==> src/rtl/dsp_mac_signed_pipe_if.sv <==
// Sample/result bundle for dsp_mac_signed_pipe: operands and controls in, accumulator and flags out.
interface dsp_mac_if #(
  parameter int unsigned A_W   = 20,
  parameter int unsigned B_W   = 18,
  parameter int unsigned ACC_W = 38
);
  logic             valid_i;
  logic             subtract_i;
  logic             load_i;
  logic [A_W-1:0]   A;
  logic [B_W-1:0]   B;
  logic [ACC_W-1:0] P;
  logic             valid_o;
  logic             overflow_o;

  modport master (
    output valid_i, subtract_i, load_i, A, B,
    input  P, valid_o, overflow_o
  );

  modport slave (
    input  valid_i, subtract_i, load_i, A, B,
    output P, valid_o, overflow_o
  );
endinterface

==> src/rtl/dsp_mac_signed_pipe.sv <==
// Signed multiply-accumulate: registered inputs, optional product register, add/sub accumulator
// with per-sample load, optional saturation and a sticky overflow flag.
module dsp_mac_signed_pipe #(
  parameter int unsigned A_W      = 20,
  parameter int unsigned B_W      = 18,
  parameter int unsigned ACC_W    = 38,
  parameter int unsigned MUL_PIPE = 0,
  parameter int unsigned SATURATE = 0
) (
  input  logic     clk,
  input  logic     reset,
  dsp_mac_if.slave bus
);

  localparam int unsigned PW = A_W + B_W;
  localparam int unsigned XW = ACC_W + 1 - PW;

  if (ACC_W < PW) begin : g_bad_acc_w
    $error("dsp_mac_signed_pipe: ACC_W must be >= A_W+B_W");
  end

  // Stage 1: operand and tag capture, unconditional
  logic [A_W-1:0] a_q;
  logic [B_W-1:0] b_q;
  logic           sub_q, ld_q, vld_q;

  always_ff @(posedge clk or negedge reset) begin
    if (!reset) begin
      a_q   <= '0;
      b_q   <= '0;
      sub_q <= 1'b0;
      ld_q  <= 1'b0;
      vld_q <= 1'b0;
    end else begin
      a_q   <= bus.A;
      b_q   <= bus.B;
      sub_q <= bus.subtract_i;
      ld_q  <= bus.load_i;
      vld_q <= bus.valid_i;
    end
  end

  logic [PW-1:0] prod_c;
  assign prod_c = $signed(a_q) * $signed(b_q);

  logic [PW-1:0] m_prod;
  logic          m_sub, m_ld, m_vld;

  if (MUL_PIPE != 0) begin : g_mul_pipe
    logic [PW-1:0] prod_q;
    logic          sub2_q, ld2_q, vld2_q;

    always_ff @(posedge clk or negedge reset) begin
      if (!reset) begin
        prod_q <= '0;
        sub2_q <= 1'b0;
        ld2_q  <= 1'b0;
        vld2_q <= 1'b0;
      end else begin
        prod_q <= prod_c;
        sub2_q <= sub_q;
        ld2_q  <= ld_q;
        vld2_q <= vld_q;
      end
    end

    assign m_prod = prod_q;
    assign m_sub  = sub2_q;
    assign m_ld   = ld2_q;
    assign m_vld  = vld2_q;
  end else begin : g_no_mul_pipe
    assign m_prod = prod_c;
    assign m_sub  = sub_q;
    assign m_ld   = ld_q;
    assign m_vld  = vld_q;
  end

  // Accumulator: one guard bit above ACC_W exposes overflow and the true sign of the sum
  logic [ACC_W-1:0] p_q, p_d;
  logic             ovf_q, ovf_d;
  logic             vo_q, vo_d;
  logic [ACC_W:0]   prod_ext, term, sum;
  logic             ovf_c;

  always_comb begin
    prod_ext = {{XW{m_prod[PW-1]}}, m_prod};
    term     = m_sub ? (ACC_W+1)'(-prod_ext) : prod_ext;
    sum      = {p_q[ACC_W-1], p_q} + term;
    ovf_c    = sum[ACC_W] ^ sum[ACC_W-1];
    p_d      = p_q;
    ovf_d    = ovf_q;
    vo_d     = 1'b0;
    if (m_vld) begin
      vo_d = 1'b1;
      if (m_ld) begin
        p_d   = term[ACC_W-1:0];
        ovf_d = 1'b0;
      end else if (ovf_c) begin
        ovf_d = 1'b1;
        if (SATURATE != 0) begin
          p_d = sum[ACC_W] ? {1'b1, {(ACC_W-1){1'b0}}} : {1'b0, {(ACC_W-1){1'b1}}};
        end else begin
          p_d = sum[ACC_W-1:0];
        end
      end else begin
        p_d = sum[ACC_W-1:0];
      end
    end
  end

  always_ff @(posedge clk or negedge reset) begin
    if (!reset) begin
      p_q   <= '0;
      ovf_q <= 1'b0;
      vo_q  <= 1'b0;
    end else begin
      p_q   <= p_d;
      ovf_q <= ovf_d;
      vo_q  <= vo_d;
    end
  end

  assign bus.P          = p_q;
  assign bus.valid_o    = vo_q;
  assign bus.overflow_o = ovf_q;

endmodule
==> src/flat_wrapper.sv <==
// flat-port wrapper written by rule: the top's interface ports become plain ports
module dsp_mac_signed_pipe_flat 
#(
  parameter int unsigned A_W      = 20,
  parameter int unsigned B_W      = 18,
  parameter int unsigned ACC_W    = 38,
  parameter int unsigned MUL_PIPE = 0,
  parameter int unsigned SATURATE = 0
)
  (clk, reset, bus_valid_i, bus_subtract_i, bus_load_i, bus_A, bus_B, bus_P, bus_valid_o, bus_overflow_o);
  dsp_mac_if #(.A_W(A_W), .B_W(B_W), .ACC_W(ACC_W)) bus_i ();
  input  logic clk;
  input  logic reset;
  input wire logic [$bits(bus_i.valid_i)-1:0] bus_valid_i;
  input wire logic [$bits(bus_i.subtract_i)-1:0] bus_subtract_i;
  input wire logic [$bits(bus_i.load_i)-1:0] bus_load_i;
  input wire logic [$bits(bus_i.A)-1:0] bus_A;
  input wire logic [$bits(bus_i.B)-1:0] bus_B;
  output wire logic [$bits(bus_i.P)-1:0] bus_P;
  output wire logic [$bits(bus_i.valid_o)-1:0] bus_valid_o;
  output wire logic [$bits(bus_i.overflow_o)-1:0] bus_overflow_o;
  assign bus_i.valid_i = bus_valid_i;
  assign bus_i.subtract_i = bus_subtract_i;
  assign bus_i.load_i = bus_load_i;
  assign bus_i.A = bus_A;
  assign bus_i.B = bus_B;
  assign bus_P = bus_i.P;
  assign bus_valid_o = bus_i.valid_o;
  assign bus_overflow_o = bus_i.overflow_o;
  dsp_mac_signed_pipe #(.A_W(A_W), .B_W(B_W), .ACC_W(ACC_W), .MUL_PIPE(MUL_PIPE), .SATURATE(SATURATE)) u_core (.clk(clk), .reset(reset), .bus(bus_i));
endmodule
==> config.mk <==
export PLATFORM = sky130hd
export DESIGN_NAME = dsp_mac_signed_pipe_flat
export DESIGN_NICKNAME = d
export VERILOG_FILES = /design/src/rtl/dsp_mac_signed_pipe_if.sv /design/src/rtl/dsp_mac_signed_pipe.sv /design/src/flat_wrapper.sv
export SDC_FILE = /design/constraint.sdc
export NUM_CORES = 1
export LEC_CHECK = 0
export BUFFER_PORTS_ARGS = -buffer_cell sky130_fd_sc_hd__buf_2
export CAP_MARGIN = 20
export CORE_ASPECT_RATIO = 0.75
export CORE_UTILIZATION = 60
export CTS_BUF_LIST = sky130_fd_sc_hd__clkbuf_8 sky130_fd_sc_hd__clkbuf_16
export DETAILED_ROUTE_END_ITERATION = 8
export HOLD_SLACK_MARGIN = 0.05
export PLACE_DENSITY = 0.78
export SETUP_SLACK_MARGIN = 0.05
export SYNTH_ARGS = -nofsm -noshare
export SYNTH_HDL_FRONTEND = slang
export SYNTH_SLANG_ARGS = --single-unit
==> constraint.sdc <==
create_clock -name clk -period 9.5 [get_ports clk]
set_input_delay 2.375 -clock clk [delete_from_list [all_inputs] [get_ports clk]]
set_output_delay 2.375 -clock clk [all_outputs]
set_load 0.05 [all_outputs]
==> results.tsv <==
metric	value	unit
maximum clock frequency	109	MHz
layout overhead on the synthesized area	10.2	%
Inst Count DP	2686	
core area	31600	um^2
Iter 0 DRT Violations	968	
clock transition at the registers of the reported paths	80	ps
EDFF count, synth	0	
CTS Hold Buffers Added	0	
max_slew headroom	0.419	
CP startpoint kind	flip-flop	
vias in the first global route	15500	
status	complete, no violations	
Clk Latency, worst-skew pair	380	ps
Layout Nets	2841	
RSZ-0062 raised after global routing	true	
DRT Wirelength	48100	um
drt first pass iters	5	
Die Wd	210	um
most used cell, CP	fa_1	
Top FF cell, synth	dfrtp_1	
grt total ovfl	0	
global-route usage over all layers	0.299	
CTS Buffer Depth	2	
CTS buffer count	9	
Post-DP Area	20500	um^2
CP Capture Type	flip-flop	
Min Clock Period, post-route	9210	ps
type of the tightest min-delay check	reg2reg	
Yosys reg bits	81	
critical path class	reg2reg	
CTS tree	built	
final worst path period share	0.969	
Ports	83	
clock skew	13.2	ps
Post-DP HPWL	39000	um
Fin Hold WS	541	ps
Post-Syn Nets	2751	
CTS Sinks	81	
Post-Layout Cell Count	2739	
synthesized area	19500	um^2
gate count of the mapped netlist	2208	
routability-driven placement congestion ratio	0.941	
final setup violation count	0	
critical path arrival	9470	ps
Final ANT Viol Nets	0	
ys async rst share	1.00	
vias per cell	5.68	
layout cells sized above 1	0.130	
synth warn	0	
maxcap violations	0	
Worst Path Required	9760	ps
CP max stage cell	dfrtp_4	
crit-path max FO	8	
clock root cell	clkbuf_16	
Synth Area per Inst	8.83	um^2
largest stage delay on the critical path	550	ps
worst slew pin tran	871	ps
H-tree level count	3	
final-report hold violation count	0	
first-pass GRT wire length	77500	um
post-synthesis cell type count	80	
Residual DRC	0	
largest net degree at the start of global routing	73	
Die ar.	33200	um^2
fin. max-slew vios	0	
antenna violations before repair	1	
sequential share of the synthesized area	0.104	
post-route cell area	21500	um^2
port buffer count	82	
DR vias	15600	
row count	56	
WL/cell	17.5	um
Die Y	158	um
Initial Util	0.617	
[per-stage QoR]
stage	TNS (ps)	utilization	setup WS [ps]
floorplan	0	-	777
global placement	0	0.648	54.0
detailed placement	-110	0.648	-110
CTS	0	0.659	126
global route	-94.4	0.679	-67.6
finish	0	0.679	290
[cells by family (layout without fill, tap and decap cells)]
| logic type | after synthesis | after routing | share of synthesized area |
|---|---|---|---|
| AO/OA/AOI/OAI | 360 | 360 | 0.122 |
| XOR/XNOR | 102 | 102 | 0.0472 |
| adder cells (fa/ha/maj) | 500 | 500 | 0.460 |
| buffers and inverters | 518 | 613 | 0.101 |
| flip-flops | 81 | 81 | 0.104 |
| multiplexers | 4 | 4 | 0.00212 |
| other | 0 | 1 | 0 |
| AND/OR/NAND/NOR | 643 | 643 | 0.163 |
[registers in the layout (all words and copies together) (netlist names)]
register               count
u_core.bus.overflow_o      1
u_core.bus.P              38
u_core.m_vld               1
u_core.ld_q                1
u_core.a_q                20
u_core.b_q                18
u_core.bus.valid_o         1
u_core.m_sub               1
[worst paths after layout]
kind / cells after the start / startpoint / slack (ps) / to
setup / recovery: 36 / u_core.b_q[6]$_DFF_PN0_ / 290 / u_core.bus.overflow_o$_DFFE_PN0P_
hold / removal: 2 / u_core.bus.P[31]$_DFFE_PN0P_ / 540 / u_core.bus.P[31]$_DFFE_PN0P_
setup reg to reg: 36 / u_core.b_q[6]$_DFF_PN0_ / 290 / u_core.bus.overflow_o$_DFFE_PN0P_
hold reg to reg: 2 / u_core.bus.P[31]$_DFFE_PN0P_ / 540 / u_core.bus.P[31]$_DFFE_PN0P_
max in group asynchronous: 2 / reset / 6360 / u_core.a_q[10]$_DFF_PN0_
min in group asynchronous: 1 / reset / 1870 / u_core.bus.P[33]$_DFFE_PN0P_
[per-layer routing]
metal,track usage,share of wire
met4,0.0984,0.029
met3,0.0498,0.064
met5,0,0
met2,0.484,0.48
met1,0.411,0.43
[layout by cell type (no fill, tap or decap), types with 5 or more instances in the layout]
| cell type | count |
|---|---|
| nand3_1 | 16 |
| buf_2 | 81 |
| dfrtp_1 | 46 |
| clkbuf_16 | 9 |
| nor2_1 | 109 |
| o211ai_1 | 13 |
| o2111ai_1 | 6 |
| nor3_1 | 11 |
| a31oi_1 | 12 |
| a21oi_1 | 111 |
| nand2_1 | 244 |
| a211oi_1 | 15 |
| fa_1 | 360 |
| xnor2_1 | 66 |
| a211o_1 | 8 |
| o21ai_0 | 60 |
| ha_2 | 9 |
| a21o_1 | 30 |
| or3_1 | 6 |
| o31ai_1 | 7 |
| inv_1 | 428 |
| a211oi_2 | 6 |
| ha_1 | 127 |
| a21oi_2 | 9 |
| and3_1 | 9 |
| nand2b_1 | 9 |
| o21bai_1 | 5 |
| buf_4 | 82 |
| xor2_1 | 30 |
| a311oi_1 | 5 |
| o21ai_1 | 8 |
| dfrtp_2 | 26 |
| o21a_1 | 11 |
| nand4_1 | 10 |
| dfrtp_4 | 9 |
| and2_1 | 187 |
| a21oi_4 | 5 |
[timing repair]
item,4_1_cts,5_1_grt
setup endpoints to repair,3,13
buffers inserted,1,35
pin swaps,0,15
resized for setup,21,94
hold endpoints to repair,0,0
[cell type report]
class | instances | area [um^2]
repair buffers | 168 | 1090
flip-flops and latches | 81 | 2090
multi-input cells | 1609 | 15800
inverters | 429 | 1610
well taps | 435 | 544
diodes | 1 | 2.50
fillers | 2503 | 10100
clock buffers | 10 | 239
clock inverters | 6 | 82.6
[cells in the mapped netlist, types with 4 or more instances]
library cell / number / area, um^2
o21a_1: 11 / 82.6
inv_1: 429 / 1610
xnor2_1: 70 / 613
clkbuf_1: 81 / 304
a211o_1: 8 / 70.1
a21oi_1: 120 / 601
xor2_1: 30 / 263
a211oi_1: 18 / 135
o21ai_0: 67 / 335
o21bai_1: 6 / 45.0
o2111ai_1: 6 / 52.6
and2_1: 187 / 1170
nor2b_1: 4 / 25.0
buf_2: 6 / 30.0
ha_1: 138 / 1730
a21o_1: 30 / 225
a2111oi_0: 5 / 43.8
a21oi_2: 5 / 43.8
fa_1: 362 / 7250
or4_1: 4 / 30.0
nand2b_1: 9 / 56.3
o211ai_1: 13 / 97.6
or3_1: 6 / 37.5
o21ai_1: 5 / 25.0
nand3_1: 16 / 80.1
dfrtp_1: 81 / 2030
nand2_1: 247 / 927
a311oi_1: 6 / 52.6
a211oi_2: 4 / 50.1
o211a_1: 4 / 40.0
nand4_1: 10 / 62.6
a31oi_1: 12 / 75.1
nor2_1: 109 / 409
nor3_1: 13 / 65.1
o31ai_1: 9 / 67.6
and3_1: 9 / 56.3
or2_2: 4 / 25.0
[worst max-delay path, delay by kind of cell (launching register included)]
| kind | cells | cell delay (ps) |
|---|---|---|
| AOI/OAI and AO/OA | 9 | 1690 |
| xor gates and xnor gates | 3 | 770 |
| adders and majority gates | 8 | 3570 |
| buffers and inverters | 8 | 990 |
| DFF | 1 | 550 |
| and+or+nand+nor | 8 | 1480 |
Power is left out: the tool's default activity adds up to more than one toggle a clock period on the data nets, which glitch-free logic cannot reach.
